**config.mk**
```make
export PLATFORM = sky130hd
export DESIGN_NAME = cap_frame_sched
export DESIGN_NICKNAME = d
export VERILOG_FILES = /design/src/rtl/cap_pkg.sv /design/src/rtl/cap_vsync_det.sv /design/src/rtl/cap_frame_sched.sv
export SDC_FILE = /design/constraint.sdc
export NUM_CORES = 1
export LEC_CHECK = 0
export ABC_CLOCK_PERIOD_IN_PS = 2200
export BUFFER_PORTS_ARGS = -buffer_cell sky130_fd_sc_hd__buf_4
export CAP_MARGIN = 20
export CORE_UTILIZATION = 45
export CTS_BUF_LIST = sky130_fd_sc_hd__clkbuf_4
export DETAILED_ROUTE_END_ITERATION = 7
export PLACE_DENSITY = 0.79
export SETUP_SLACK_MARGIN = 0.2
export SKIP_CTS_REPAIR_TIMING = 1
export SLEW_MARGIN = 20
export SYNTH_ARGS = -nofsm -noshare
export SYNTH_HDL_FRONTEND = slang
export SYNTH_SLANG_ARGS = --single-unit
```
**constraint.sdc**
```tcl
create_clock -name ACLK -period 2.2 [get_ports ACLK]
set_input_delay 0.11 -clock ACLK [delete_from_list [all_inputs] [get_ports ACLK]]
set_output_delay 0.11 -clock ACLK [all_outputs]
set_load 0.1 [all_outputs]
```
**src/rtl/cap_pkg.sv**
```systemverilog
// Shared definitions for the capture frame scheduler and the capture VRAM writer:
// FSM encoding, burst geometry and buffer-rotation helper.
package cap_pkg;

  typedef enum logic [1:0] {
    ST_IDLE = 2'd0,
    ST_ARM  = 2'd1,
    ST_CAPT = 2'd2,
    ST_DONE = 2'd3
  } cap_state_e;

  localparam int BYTE_PER_BURST = 256;

  // One burst carries 64 pixels of 4 bytes, so a frame is width*height/64 bursts.
  localparam logic [13:0] BURSTS_640x480   = 14'd4800;
  localparam logic [13:0] BURSTS_800x600   = 14'd7500;
  localparam logic [13:0] BURSTS_1024x768  = 14'd12288;

  function automatic logic [13:0] burst_target(input logic [1:0] resol);
    logic [13:0] tgt;
    case (resol)
      2'd1:    tgt = BURSTS_800x600;
      2'd2:    tgt = BURSTS_1024x768;
      default: tgt = BURSTS_640x480;
    endcase
    return tgt;
  endfunction

  // With three buffers the one being scanned out is skipped so it is never overwritten.
  function automatic logic [1:0] next_buf(input logic [1:0] cur,
                                          input logic [1:0] bufnum,
                                          input logic [1:0] disp);
    logic [1:0] n;
    if (bufnum == 2'd0 || bufnum == 2'd1) begin
      n = 2'd0;
    end else if (bufnum == 2'd2) begin
      n = (cur == 2'd0) ? 2'd1 : 2'd0;
    end else begin
      n = (cur >= 2'd2) ? 2'd0 : cur + 2'd1;
      if (n == disp) n = (n == 2'd2) ? 2'd0 : n + 2'd1;
    end
    return n;
  endfunction

endpackage

```
**src/rtl/cap_vsync_det.sv**
```systemverilog
// Three-flop VSYNC synchroniser with rising-edge detect; shared with the capture
// writer so both see the frame start on the same ACLK edge.
module cap_vsync_det (
  input  logic ACLK,
  input  logic ARST,
  input  logic VSYNC,
  output logic vsync_rise
);

  logic [2:0] sync_q;
  logic [2:0] sync_d;

  always_comb begin
    sync_d = {sync_q[1:0], VSYNC};
  end

  always_ff @(posedge ACLK) begin
    if (ARST) sync_q <= 3'b000;
    else      sync_q <= sync_d;
  end

  assign vsync_rise = sync_q[1] & ~sync_q[2];

endmodule

```
**src/rtl/cap_frame_sched.sv**
```systemverilog
// Capture frame scheduler: arms on VSYNC, counts write-response bursts per frame
// and rotates through up to three frame buffers.
module cap_frame_sched
  import cap_pkg::*;
(
  input  logic        ACLK,
  input  logic        ARST,
  input  logic        VSYNC,
  input  logic [1:0]  RESOL,
  input  logic        CAPSTART,
  input  logic        CAPSTOP,
  input  logic        CAPMODE,
  input  logic [1:0]  BUFNUM,
  input  logic [28:0] BUFBASE0,
  input  logic [28:0] BUFBASE1,
  input  logic [28:0] BUFBASE2,
  input  logic [1:0]  DISPBUF,
  input  logic        BVALID,
  input  logic        BREADY,
  input  logic [1:0]  BRESP,
  output logic        CAPON,
  output logic [28:0] CAPADDR,
  output logic [1:0]  CURBUF,
  output logic [1:0]  LASTBUF,
  output logic        FRAME_DONE,
  output logic        BUSY,
  output logic        ERR_BRESP,
  output logic        ERR_SHORT,
  output logic [15:0] FRMCNT
);

  cap_state_e  state_q, state_d;
  logic [28:0] capaddr_q, capaddr_d;
  logic [1:0]  curbuf_q, curbuf_d;
  logic [1:0]  lastbuf_q, lastbuf_d;
  logic [15:0] frmcnt_q, frmcnt_d;
  logic        err_bresp_q, err_bresp_d;
  logic        err_short_q, err_short_d;
  logic        stop_req_q, stop_req_d;
  logic [13:0] burst_cnt_q, burst_cnt_d;
  logic [13:0] target_q, target_d;

  logic        vsync_rise;
  logic        b_acc;
  logic [1:0]  next_idx;
  logic [28:0] next_base;

  cap_vsync_det u_vsync_det (
    .ACLK       (ACLK),
    .ARST       (ARST),
    .VSYNC      (VSYNC),
    .vsync_rise (vsync_rise)
  );

  assign b_acc    = BVALID & BREADY;
  assign next_idx = next_buf(curbuf_q, BUFNUM, DISPBUF);

  always_comb begin
    case (next_idx)
      2'd0:    next_base = BUFBASE0;
      2'd1:    next_base = BUFBASE1;
      default: next_base = BUFBASE2;
    endcase
  end

  always_comb begin
    state_d     = state_q;
    capaddr_d   = capaddr_q;
    curbuf_d    = curbuf_q;
    lastbuf_d   = lastbuf_q;
    frmcnt_d    = frmcnt_q;
    err_bresp_d = err_bresp_q;
    err_short_d = err_short_q;
    stop_req_d  = stop_req_q;
    burst_cnt_d = burst_cnt_q;
    target_d    = target_q;

    if (CAPSTOP && state_q != ST_IDLE) stop_req_d = 1'b1;

    case (state_q)
      ST_IDLE: begin
        if (CAPSTART) begin
          state_d     = ST_ARM;
          curbuf_d    = 2'd0;
          capaddr_d   = BUFBASE0;
          err_bresp_d = 1'b0;
          err_short_d = 1'b0;
          stop_req_d  = CAPSTOP;
          burst_cnt_d = 14'd0;
          target_d    = burst_target(RESOL);
        end
      end
      ST_ARM: begin
        burst_cnt_d = 14'd0;
        if (vsync_rise) state_d = ST_CAPT;
      end
      ST_CAPT: begin
        // A completing burst wins over a coincident VSYNC edge.
        if (b_acc && BRESP != 2'b00) err_bresp_d = 1'b1;
        if (b_acc && burst_cnt_q == target_q - 14'd1) begin
          state_d     = ST_DONE;
          burst_cnt_d = 14'd0;
        end else if (vsync_rise) begin
          err_short_d = 1'b1;
          burst_cnt_d = 14'd0;
        end else if (b_acc) begin
          burst_cnt_d = burst_cnt_q + 14'd1;
        end
      end
      ST_DONE: begin
        lastbuf_d = curbuf_q;
        frmcnt_d  = frmcnt_q + 16'd1;
        curbuf_d  = next_idx;
        capaddr_d = next_base;
        target_d  = burst_target(RESOL);
        if (CAPMODE && !stop_req_q && !CAPSTOP) begin
          state_d = ST_ARM;
        end else begin
          state_d    = ST_IDLE;
          stop_req_d = 1'b0;
        end
      end
      default: state_d = ST_IDLE;
    endcase
  end

  always_ff @(posedge ACLK) begin
    if (ARST) begin
      state_q     <= ST_IDLE;
      capaddr_q   <= 29'd0;
      curbuf_q    <= 2'd0;
      lastbuf_q   <= 2'd0;
      frmcnt_q    <= 16'd0;
      err_bresp_q <= 1'b0;
      err_short_q <= 1'b0;
      stop_req_q  <= 1'b0;
      burst_cnt_q <= 14'd0;
      target_q    <= 14'd0;
    end else begin
      state_q     <= state_d;
      capaddr_q   <= capaddr_d;
      curbuf_q    <= curbuf_d;
      lastbuf_q   <= lastbuf_d;
      frmcnt_q    <= frmcnt_d;
      err_bresp_q <= err_bresp_d;
      err_short_q <= err_short_d;
      stop_req_q  <= stop_req_d;
      burst_cnt_q <= burst_cnt_d;
      target_q    <= target_d;
    end
  end

  assign CAPON      = (state_q == ST_CAPT);
  assign FRAME_DONE = (state_q == ST_DONE);
  assign BUSY       = (state_q != ST_IDLE);
  assign CAPADDR    = capaddr_q;
  assign CURBUF     = curbuf_q;
  assign LASTBUF    = lastbuf_q;
  assign FRMCNT     = frmcnt_q;
  assign ERR_BRESP  = err_bresp_q;
  assign ERR_SHORT  = err_short_q;

endmodule

```
==> results.toml <==
[yosys]
yosys_warnings = 0
syn_area_per_cell_um2 = 8.56
seq_area_frac_synth = 0.406
synthTopCellsByArea = "dfxtp_1 41%, xor2_1 5.1%, nor3_1 4.8%, nor2_1 4.7%, a221oi_1 4.4%"
yosys_most_used_dff = "dfxtp_1"
synthesis.nets = 552
synth_common_cells = "76 x dfxtp_1, 47 x nor2_1, 36 x nor3_1, 30 x nand2_1, 24 x clkbuf_1"
synth_top_area_cell = "dfxtp_1"
synthArstFlopShare = 0
ys_ff_latch = 76
synth_edf_count = 0
synth_area_um2 = 3750
netlist_instances = 438
synth_top_area_share = 0.406
ys_types = 50
synth_most_common_cell = "dfxtp_1"

[hold_path]
min_delay_worst_endpoint = "CAPADDR[14]"
hold_depth = 3
hp-class = "input port to flop"
min_from = "BUFBASE2[14]"

[cells_and_area]
final_cells = 740
n_antenna_cell = 0
drive_gt1_frac = 0.408
fill_cells = 537
syn_to_final_growth_pct = 55.6
nets = 747

[place]
place_hpwl_mm = 8.25
gp_congestion = 0.867
placed_cells = 693
place.port_buffers = 156

[detailed_routing]
drtIter0Drc = 257
vias_per_cell = 5.62
vias = 4161
drc = 0
first_pass_iters = 4
wl_per_cell_um = 16.5
wirelength_mm = 12.2
ant_nets = 0

[pwr]
cellPowerDensity_nw_per_um2 = 1020
finalPower_mw = 5.93
p_leak_nw = 2.48
ir_drop_mv = 0.888

[critical_path]
reg2reg_depth = 9
critPathLaunchType = "flop"
crit_type = "flop to flop"
r2r_slack_ns = 0.002
required_ns = 2.51
worstSetupStartpoint = "target_q[11]"
timing.rr.start = "target_q[11]"
worst-path-max-fanout = 12
timing.rr.end = "burst_cnt_q[5]"
cp.arrival_ns = 2.51
end_kind = "flop"

[sta]
rsz0062_at_grt = "true"
finalCritPeriodShare = 0.999
hold_violations = 5
tightest_slew_ns = 0.568
holdWs_ns = -0.0538
setup_viol = 0
max_freq_mhz = 455
min_period_ns = 2.20
fin_worst_skew_ns = 0.0198
finalMaxSlewViolations = 0
slew_headroom = 0.621

[floorplanning]
top_level_ports = 157
core.rowCount = 32
dieArea_um2 = 8700
die_h_um = 93.3
die_w_um = 93.3
core_um2 = 7890
start_util = 0.475

[global_routing]
first_global_vias = 3921
grt_max_degree = 50
antenna_found_initial = 0
gr-total-overflow = 0
grt_pass1_wl_mm = 18.4
grt.total_usage = 0.267

[clocking]
numCtsBuffers = 9
clk_pin_slew_ns = 0.14
clock_path_buffers = 2
cts_tree = "done"
clkLatencyLatePin_ns = 0.45
ctsRootBufferMaster = "clkbuf_4"
ctsHtreeMaxLevel = 3
cts.sinks = 76

[outcome]
violations = "hold timing"
status = "complete, but fails checks"

[run]
drv_cap = 0
worst max-delay path by stage:
| stage | cells after the start | to | slack, ns |
|---|---|---|---|
| final | 9 | burst_cnt_q[5] | 0.002 |
| after global routing | 8 | state_q[0] | -0.1 |
| after floorplan | 9 | state_q[0] | -0.10 |
| after detailed placement | 8 | state_q[0] | -0.17 |
| after global placement | 8 | state_q[0] | -0.07 |
| after CTS | 8 | state_q[0] | -0.20 |
worst max-delay path, cell delays in order, from the launching register on:
cell,delay [ns]
dfxtp_2,0.36
buf_4,0.13
buf_4,0.16
o31a_1,0.27
nor4_2,0.18
a21oi_2,0.09
or3_4,0.42
a31oi_4,0.20
buf_12,0.17
nor4_1,0.06
per-stage QoR:
step | setup TNS (ns) | hold WS (ns) | worst slack (ns) | cell area (um2) | util
final | 0 | -0.0538 | 0.00167 | 5830 | 0.740
after global placement | -0.404 | 0.330 | -0.0727 | 5310 | 0.674
after floorplan | -2.69 | 0.238 | -0.100 | 3910 | -
after global routing | -0.616 | -0.0131 | -0.0994 | 5830 | 0.740
after detailed placement | -1.59 | 0.330 | -0.169 | 5310 | 0.674
after CTS | -2.10 | -0.140 | -0.203 | 5440 | 0.690
registers in the layout, summed over array words and instances, names as in the netlist, 2 cells and up:
name	cells
CAPADDR	29
CURBUF	2
burst_cnt_q	14
target_q	5
FRMCNT	16
state_q	2
LASTBUF	2
u_vsync_det.sync_q	3
layer usage:
metal  vias up  part of all wire  GRT usage
met2       157              0.50      0.447
met5         -                 0          0
met1      1977              0.41      0.321
met3        24             0.071     0.0878
met4         0             0.019     0.0859
li1       2003                 -          -
layout by cell type, fill, tap and decap left out, types with 10 or more instances in the layout:
cell	netlist	final
a222oi_1	10	10
a21oi_1	21	19
a22o_1	19	19
nand2_1	30	30
nand3_1	18	18
xor2_1	22	21
dlygate4sd3_1	0	29
dfxtp_2	0	14
dfxtp_1	76	62
inv_1	14	10
a221oi_1	19	17
nor3_2	0	11
buf_4	0	183
nor3_1	36	24
nor2_1	47	47
logic make-up after synthesis:
logic type,after synthesis,synth area share
buf+inv,44,0.0470
flops,76,0.406
mux,3,0.00801
compound gates,101,0.207
simple gates,173,0.226
xor+xnor,29,0.0677
fa+ha+maj,12,0.0394
final cells by class:
cell class              count  area, um2  area share
clock buffers               9       67.6      0.0116
well taps                 102        128      0.0219
multi-input cells         318       2280       0.390
repair buffers            214       1700       0.292
inverters                  14       58.8      0.0101
clock inverters             7       60.1      0.0103
flip-flops and latches     76       1540       0.264
where the power goes:
part | internal, mW | leakage [nW] | switching, mW
Combinational | 1.03 | 1.80 | 2.38
Sequential | 1.59 | 0.627 | 0.134
Clock | 0.248 | 0.0611 | 0.555
Power figures use the tool's default switching activity.
